<file path="config.mk">
export PLATFORM = sky130hd
export DESIGN_NAME = seg7_pattern_capture
export DESIGN_NICKNAME = d
export VERILOG_FILES = /design/src/rtl/seg7_pattern_capture.sv
export SDC_FILE = /design/constraint.sdc
export NUM_CORES = 1
export LEC_CHECK = 0
export BUFFER_PORTS_ARGS = -buffer_cell sky130_fd_sc_hd__clkbuf_2
export CORE_ASPECT_RATIO = 0.75
export CORE_UTILIZATION = 25
export CTS_CLUSTER_DIAMETER = 30
export DETAILED_ROUTE_END_ITERATION = 10
export GPL_TIMING_DRIVEN = 0
export HOLD_SLACK_MARGIN = 0.1
export PLACE_DENSITY = 0.43
export SYNTH_ARGS = -nofsm -noshare
export SYNTH_HDL_FRONTEND = slang
export SYNTH_SLANG_ARGS = --single-unit
</file>
<file path="constraint.sdc">
create_clock -name clk_2 -period 5.5 [get_ports clk_2]
set_input_delay 1.1 -clock clk_2 [delete_from_list [all_inputs] [get_ports clk_2]]
set_output_delay 1.1 -clock clk_2 [all_outputs]
set_load 0.03 [all_outputs]
</file>
<file path="src/rtl/seg7_pattern_capture.sv">
// Glitch-filtered 7-segment receiver: registers the segment bus, commits patterns stable for STABLE_CYCLES
// samples, decodes them to {dp,dash,hex} and queues them in a show-ahead FIFO. SEG7_ACTIVE_LOW_EN inverts seg_in.
module seg7_pattern_capture #(
    parameter int STABLE_CYCLES = 4,
    parameter int DEPTH         = 4
) (
    input  logic       clk_2,
    input  logic       reset,
    input  logic [7:0] seg_in,
    input  logic       rd_en,
    output logic [5:0] data_out,
    output logic       empty,
    output logic       full,
    output logic [4:0] count,
    output logic       invalid,
    output logic       overflow
);

    localparam int             CW      = $clog2(STABLE_CYCLES);
    localparam int             AW      = $clog2(DEPTH);
    localparam logic [CW-1:0]  CNT_MAX = CW'(STABLE_CYCLES - 1);
    localparam logic [4:0]     DEPTH_C = 5'(DEPTH);

    logic [7:0]    seg_eff;
    logic [7:0]    sample_q, sample_d;
    logic [CW-1:0] cnt_q, cnt_d;
    logic          armed_q, armed_d;
    logic [AW-1:0] wr_ptr_q, wr_ptr_d;
    logic [AW-1:0] rd_ptr_q, rd_ptr_d;
    logic [4:0]    count_q, count_d;
    logic          overflow_q, overflow_d;
    logic [5:0]    mem_q [DEPTH];
    logic [5:0]    mem_d [DEPTH];

    logic          changed, commit;
    logic [3:0]    hex;
    logic          is_digit, is_dash, is_blank;
    logic [5:0]    entry;
    logic          push_req, push_ok, pop;

`ifdef SEG7_ACTIVE_LOW_EN
    assign seg_eff = ~seg_in;
`else
    assign seg_eff = seg_in;
`endif

    // The counter compares each new sample against the one already held, so a
    // pattern is committed STABLE_CYCLES samples after it first appears.
    always_comb begin
        sample_d = seg_eff;
        changed  = (seg_eff != sample_q);
        commit   = armed_q && (cnt_q == CNT_MAX);
        if (changed) begin
            cnt_d = '0;
        end else if (cnt_q == CNT_MAX) begin
            cnt_d = cnt_q;
        end else begin
            cnt_d = cnt_q + 1'b1;
        end
        if (changed) begin
            armed_d = 1'b1;
        end else if (commit) begin
            armed_d = 1'b0;
        end else begin
            armed_d = armed_q;
        end
    end

    always_comb begin
        hex      = 4'h0;
        is_digit = 1'b1;
        is_dash  = 1'b0;
        is_blank = 1'b0;
        case (sample_q[6:0])
            7'b0111111: hex = 4'h0;
            7'b0000110: hex = 4'h1;
            7'b1011011: hex = 4'h2;
            7'b1001111: hex = 4'h3;
            7'b1100110: hex = 4'h4;
            7'b1101101: hex = 4'h5;
            7'b1111101: hex = 4'h6;
            7'b0000111: hex = 4'h7;
            7'b1111111: hex = 4'h8;
            7'b1101111: hex = 4'h9;
            7'b1110111: hex = 4'hA;
            7'b1111100: hex = 4'hB;
            7'b0111001: hex = 4'hC;
            7'b1011110: hex = 4'hD;
            7'b1111001: hex = 4'hE;
            7'b1110001: hex = 4'hF;
            7'b1000000: begin
                is_digit = 1'b0;
                is_dash  = 1'b1;
            end
            7'b0000000: begin
                is_digit = 1'b0;
                is_blank = 1'b1;
            end
            default:    is_digit = 1'b0;
        endcase
        entry    = {sample_q[7], is_dash, hex};
        push_req = commit && (is_digit || is_dash);
        invalid  = commit && !is_digit && !is_dash && !is_blank;
    end

    // A pop frees a slot in the same cycle, so a full FIFO still accepts a push alongside a read.
    always_comb begin
        mem_d      = mem_q;
        pop        = rd_en && (count_q != 5'd0);
        push_ok    = push_req && ((count_q != DEPTH_C) || pop);
        overflow_d = overflow_q || (push_req && !push_ok);
        wr_ptr_d   = wr_ptr_q;
        rd_ptr_d   = rd_ptr_q;
        count_d    = count_q;
        if (push_ok) begin
            mem_d[wr_ptr_q] = entry;
            wr_ptr_d        = wr_ptr_q + 1'b1;
        end
        if (pop) begin
            rd_ptr_d = rd_ptr_q + 1'b1;
        end
        if (push_ok && !pop) begin
            count_d = count_q + 5'd1;
        end else if (pop && !push_ok) begin
            count_d = count_q - 5'd1;
        end
    end

    always_ff @(posedge clk_2) begin
        if (reset) begin
            sample_q   <= '0;
            cnt_q      <= '0;
            armed_q    <= 1'b1;
            wr_ptr_q   <= '0;
            rd_ptr_q   <= '0;
            count_q    <= '0;
            overflow_q <= 1'b0;
            for (int i = 0; i < DEPTH; i++) begin
                mem_q[i] <= '0;
            end
        end else begin
            sample_q   <= sample_d;
            cnt_q      <= cnt_d;
            armed_q    <= armed_d;
            wr_ptr_q   <= wr_ptr_d;
            rd_ptr_q   <= rd_ptr_d;
            count_q    <= count_d;
            overflow_q <= overflow_d;
            mem_q      <= mem_d;
        end
    end

    assign empty    = (count_q == 5'd0);
    assign full     = (count_q == DEPTH_C);
    assign count    = count_q;
    assign overflow = overflow_q;
    assign data_out = empty ? 6'h00 : mem_q[rd_ptr_q];

endmodule

</file>
==> flow_summary_export.csv <==
group,metric,value,unit
cts,clkTransAtPathRegs,0.06,ns
route,wl_per_cell,13.8,um
timing,rsz0062_at_grt,"no",
cts,cts_root_buf,"clkbuf_16",
yosys,ys_types,46,
floorplan,start_util,26.1,%
floorplan,num_rows,31,
timing,tightestPinTransition,0.686,ns
route,first_pass_iters,6,
hold_path,hp-start,"armed_q",
place,dp.cells,429,
cts,numCtsBuffers,5,
power,p_leak,1.23,nW
worst_setup_path,path_max_fanout,10,
outcome,status,"completed",
place,gp_congestion,0.753,
yosys,synth_edf_count,0,
yosys,synth_ff_type,"dfxtp_1",
place,io_buffers,25,
worst_setup_path,worstSetupPathType,"reg -> reg",
power,vdd_drop_max,0.111,mV
hold_path,hold_end,"armed_q",
global_route,grt_use_met3,3.70,%
power,p_per_area,348,mW/mm^2
cts,cts_htree_levels,2,
layout,area_growth,18.2,%
timing,max_freq,273,MHz
yosys,synthesis.instances,272,
yosys,ys_seq_area_share,35.4,%
layout,final_cells,437,
timing,fin_crit,3.66,ns
worst_setup_path,cp_data_arrival_time,3.82,ns
cts,clock_path_buffers,2,
cts,post-cts-setup-buffers,0,
worst_setup_path,cp_top_family,"compound AO/OA/AOI/OAI gates",
timing,skew,0.00488,ns
global_route,grt_overflow,0,
global_route,grt_pass1_vias,1939,
yosys,async_reset_ff_share,0,%
worst_setup_path,r2r_start,"sample_q[6]",
yosys,synth_area,0.00255,sq mm
floorplan,die_area,0.0106,sq mm
worst_setup_path,crit_path_max_incr_delay,0.60,ns
route,totalWireLength,6050,um
timing,slew_viol_final,0,
floorplan,fp.dieH,89.4,um
yosys,ys_top_cells_by_count,"dfxtp_1, nand2b_1, mux2i_1, nor2_1, nor2b_1",
cts,post_cts_resized,0,
layout,drive_gt1_share,18.7,%
floorplan,fp.dieW,119,um
route,drtAntennaViolNets,0,
global_route,antenna_found_initial,0,
hold_path,hold_class,"reg -> reg",
global_route,grt_pass1_wl,10200,um
worst_setup_path,critPathCaptureType,"flop",
worst_setup_path,r2r_cells,14,
worst_setup_path,cpMaxStageDelayCell,"a211oi_1",
floorplan,core_area,0.00977,sq mm
global_route,use_met1,17.3,%
cts,cts_sinks,45,
yosys,yosys_warnings,0,
layout,final_nets,325,
route,drtIter0Drc,90,
worst_setup_path,critical_path_required,5.67,ns
cts,cts_tree,"built",
yosys,yosys.area.top_type,"dfxtp_1",
layout,antenna_cells,0,
worst_setup_path,cp_cell_sequence,"clkbuf_1 > nor2_1 > nor4b_1 > a211oi_1 > a21oi_4 > ha_1 > inv_1 > ha_1 > nor2b_1 > o21a_1 > or3_1 > a21oi_1 > xnor2_1 > nor2_1",
timing,period_share,66.5,%
hold_path,hold_path_depth,1,
worst_setup_path,ff2ff_setup_slack,1.84,ns
route,vias,1967,
worst_setup_path,crit_path_start_kind,"flop",
job,maxCapViolations,0,
worst_setup_path,crit_buf_inv,2,
place,place_hpwl,4420,um
route,via_per_inst,4.50,
yosys,synth_top_area_share,35.4,%
global_route,busiest_layer,"met2",
route,drc,0,
global_route,grt_use_met2,19.3,%
cts,clk_latency,0.29,ns
yosys,syn_area_per_cell,9.37,sq um
worst_setup_path,r2r-end,"count[4]",
global_route,grt_max_degree,14,
yosys,synthTopCellsByArea,"dfxtp_1, mux2i_1, nand2b_1, mux4_2, nor2b_1",
timing,setup_viol,0,
yosys,synth-seq-cells,45,
cts,postCtsHoldBufs,0,
yosys,yosysMostFrequentCell,"dfxtp_1",
timing,max-slew-margin-rel,53.9,%
global_route,track_usage,12.6,%
yosys,syn-num-nets,293,
floorplan,io_pins,26,
timing,fin_setup_tns,0,ns
timing,final_hold_viol_count,0,
## flip-flops by register name, indices dropped and copies added, names as in the netlist
| signal | flops |
|---|---|
| count | 5 |
| sample_q | 8 |
| wr_ptr_q | 2 |
| mem_q | 24 |
| cnt_q | 2 |
| armed_q | 1 |
| rd_ptr_q | 2 |
| overflow | 1 |
## cells by family after synthesis
family	synth area share, %
and+or+nand+nor	25.1
DFF	35.4
xor gates and xnor gates	5.84
AOI/OAI and AO/OA	7.56
muxes	16.8
adders and majority gates	5.21
buffers and inverters	4.13
## area by class of cell
cell class / count / area, sq um
fill: 1076 / 6760
multi-input combinational: 200 / 1540
sequential: 45 / 901
tap: 132 / 165
clock buffer: 7 / 143
timing repair buffer: 25 / 125
buffer: 16 / 63.8
inverter: 11 / 41.3
clock inverter: 1 / 30.0
## cell usage in the layout (no fill, tap or decap), types with 2 or more instances in the layout
cell type	count
nand3_1	3
and2_1	2
a31o_2	3
clkbuf_16	5
a21o_1	2
buf_2	3
dfxtp_1	45
clkbuf_1	11
nand3b_1	3
nand4_1	4
nand2_2	4
a211oi_1	2
nor2_1	22
nand2b_1	25
xor2_1	6
buf_1	3
mux2_4	2
mux2_2	2
inv_1	11
a31oi_1	2
mux2i_1	24
nor3_1	4
mux4_2	6
nand2_1	11
or2_2	2
nor2b_1	21
or3_1	3
a21oi_1	6
nor4_1	5
xnor2_1	11
clkbuf_2	25
ha_1	9
## power breakdown
part	internal (mW)	switching (mW)	leakage, nW
logic	0.117	0.200	0.785
registers	0.349	0.0244	0.366
clock network	0.227	0.131	0.0841
total	0.693	0.355	1.23
## stage by stage
stage / util (%) / hold WS (ns) / power (mW) / area (sq um) / setup slack, ns
floorplan: - / 0.422 / 0.617 / 2550 / 2.08
global placement: 29.0 / 0.431 / 0.702 / 2840 / 1.85
detailed placement: 29.0 / 0.436 / 0.706 / 2840 / 1.89
CTS: 30.8 / 0.451 / 1.07 / 3010 / 1.84
global route: 30.8 / 0.481 / 1.12 / 3010 / 1.64
finish: 30.8 / 0.446 / 1.05 / 3010 / 1.84
## per-layer routing
layer,share of wire [%],vias up
li1,-,996
met1,53,936
met2,43,31
met3,3.8,4
met4,0.73,0
met5,0,-
## worst max-delay path by stage
stage                     start       end  slack, ns  cells after the start
CTS                 sample_q[6]   invalid       1.84                      7
global route        sample_q[6]  count[4]       1.64                     14
detailed placement  sample_q[6]  count[4]       1.89                     14
global placement    sample_q[6]  count[4]       1.85                     14
floorplan              count[0]  count[4]       2.08                     12
finish              sample_q[6]  count[4]       1.84                     14
(Power assumes the default switching activity.)
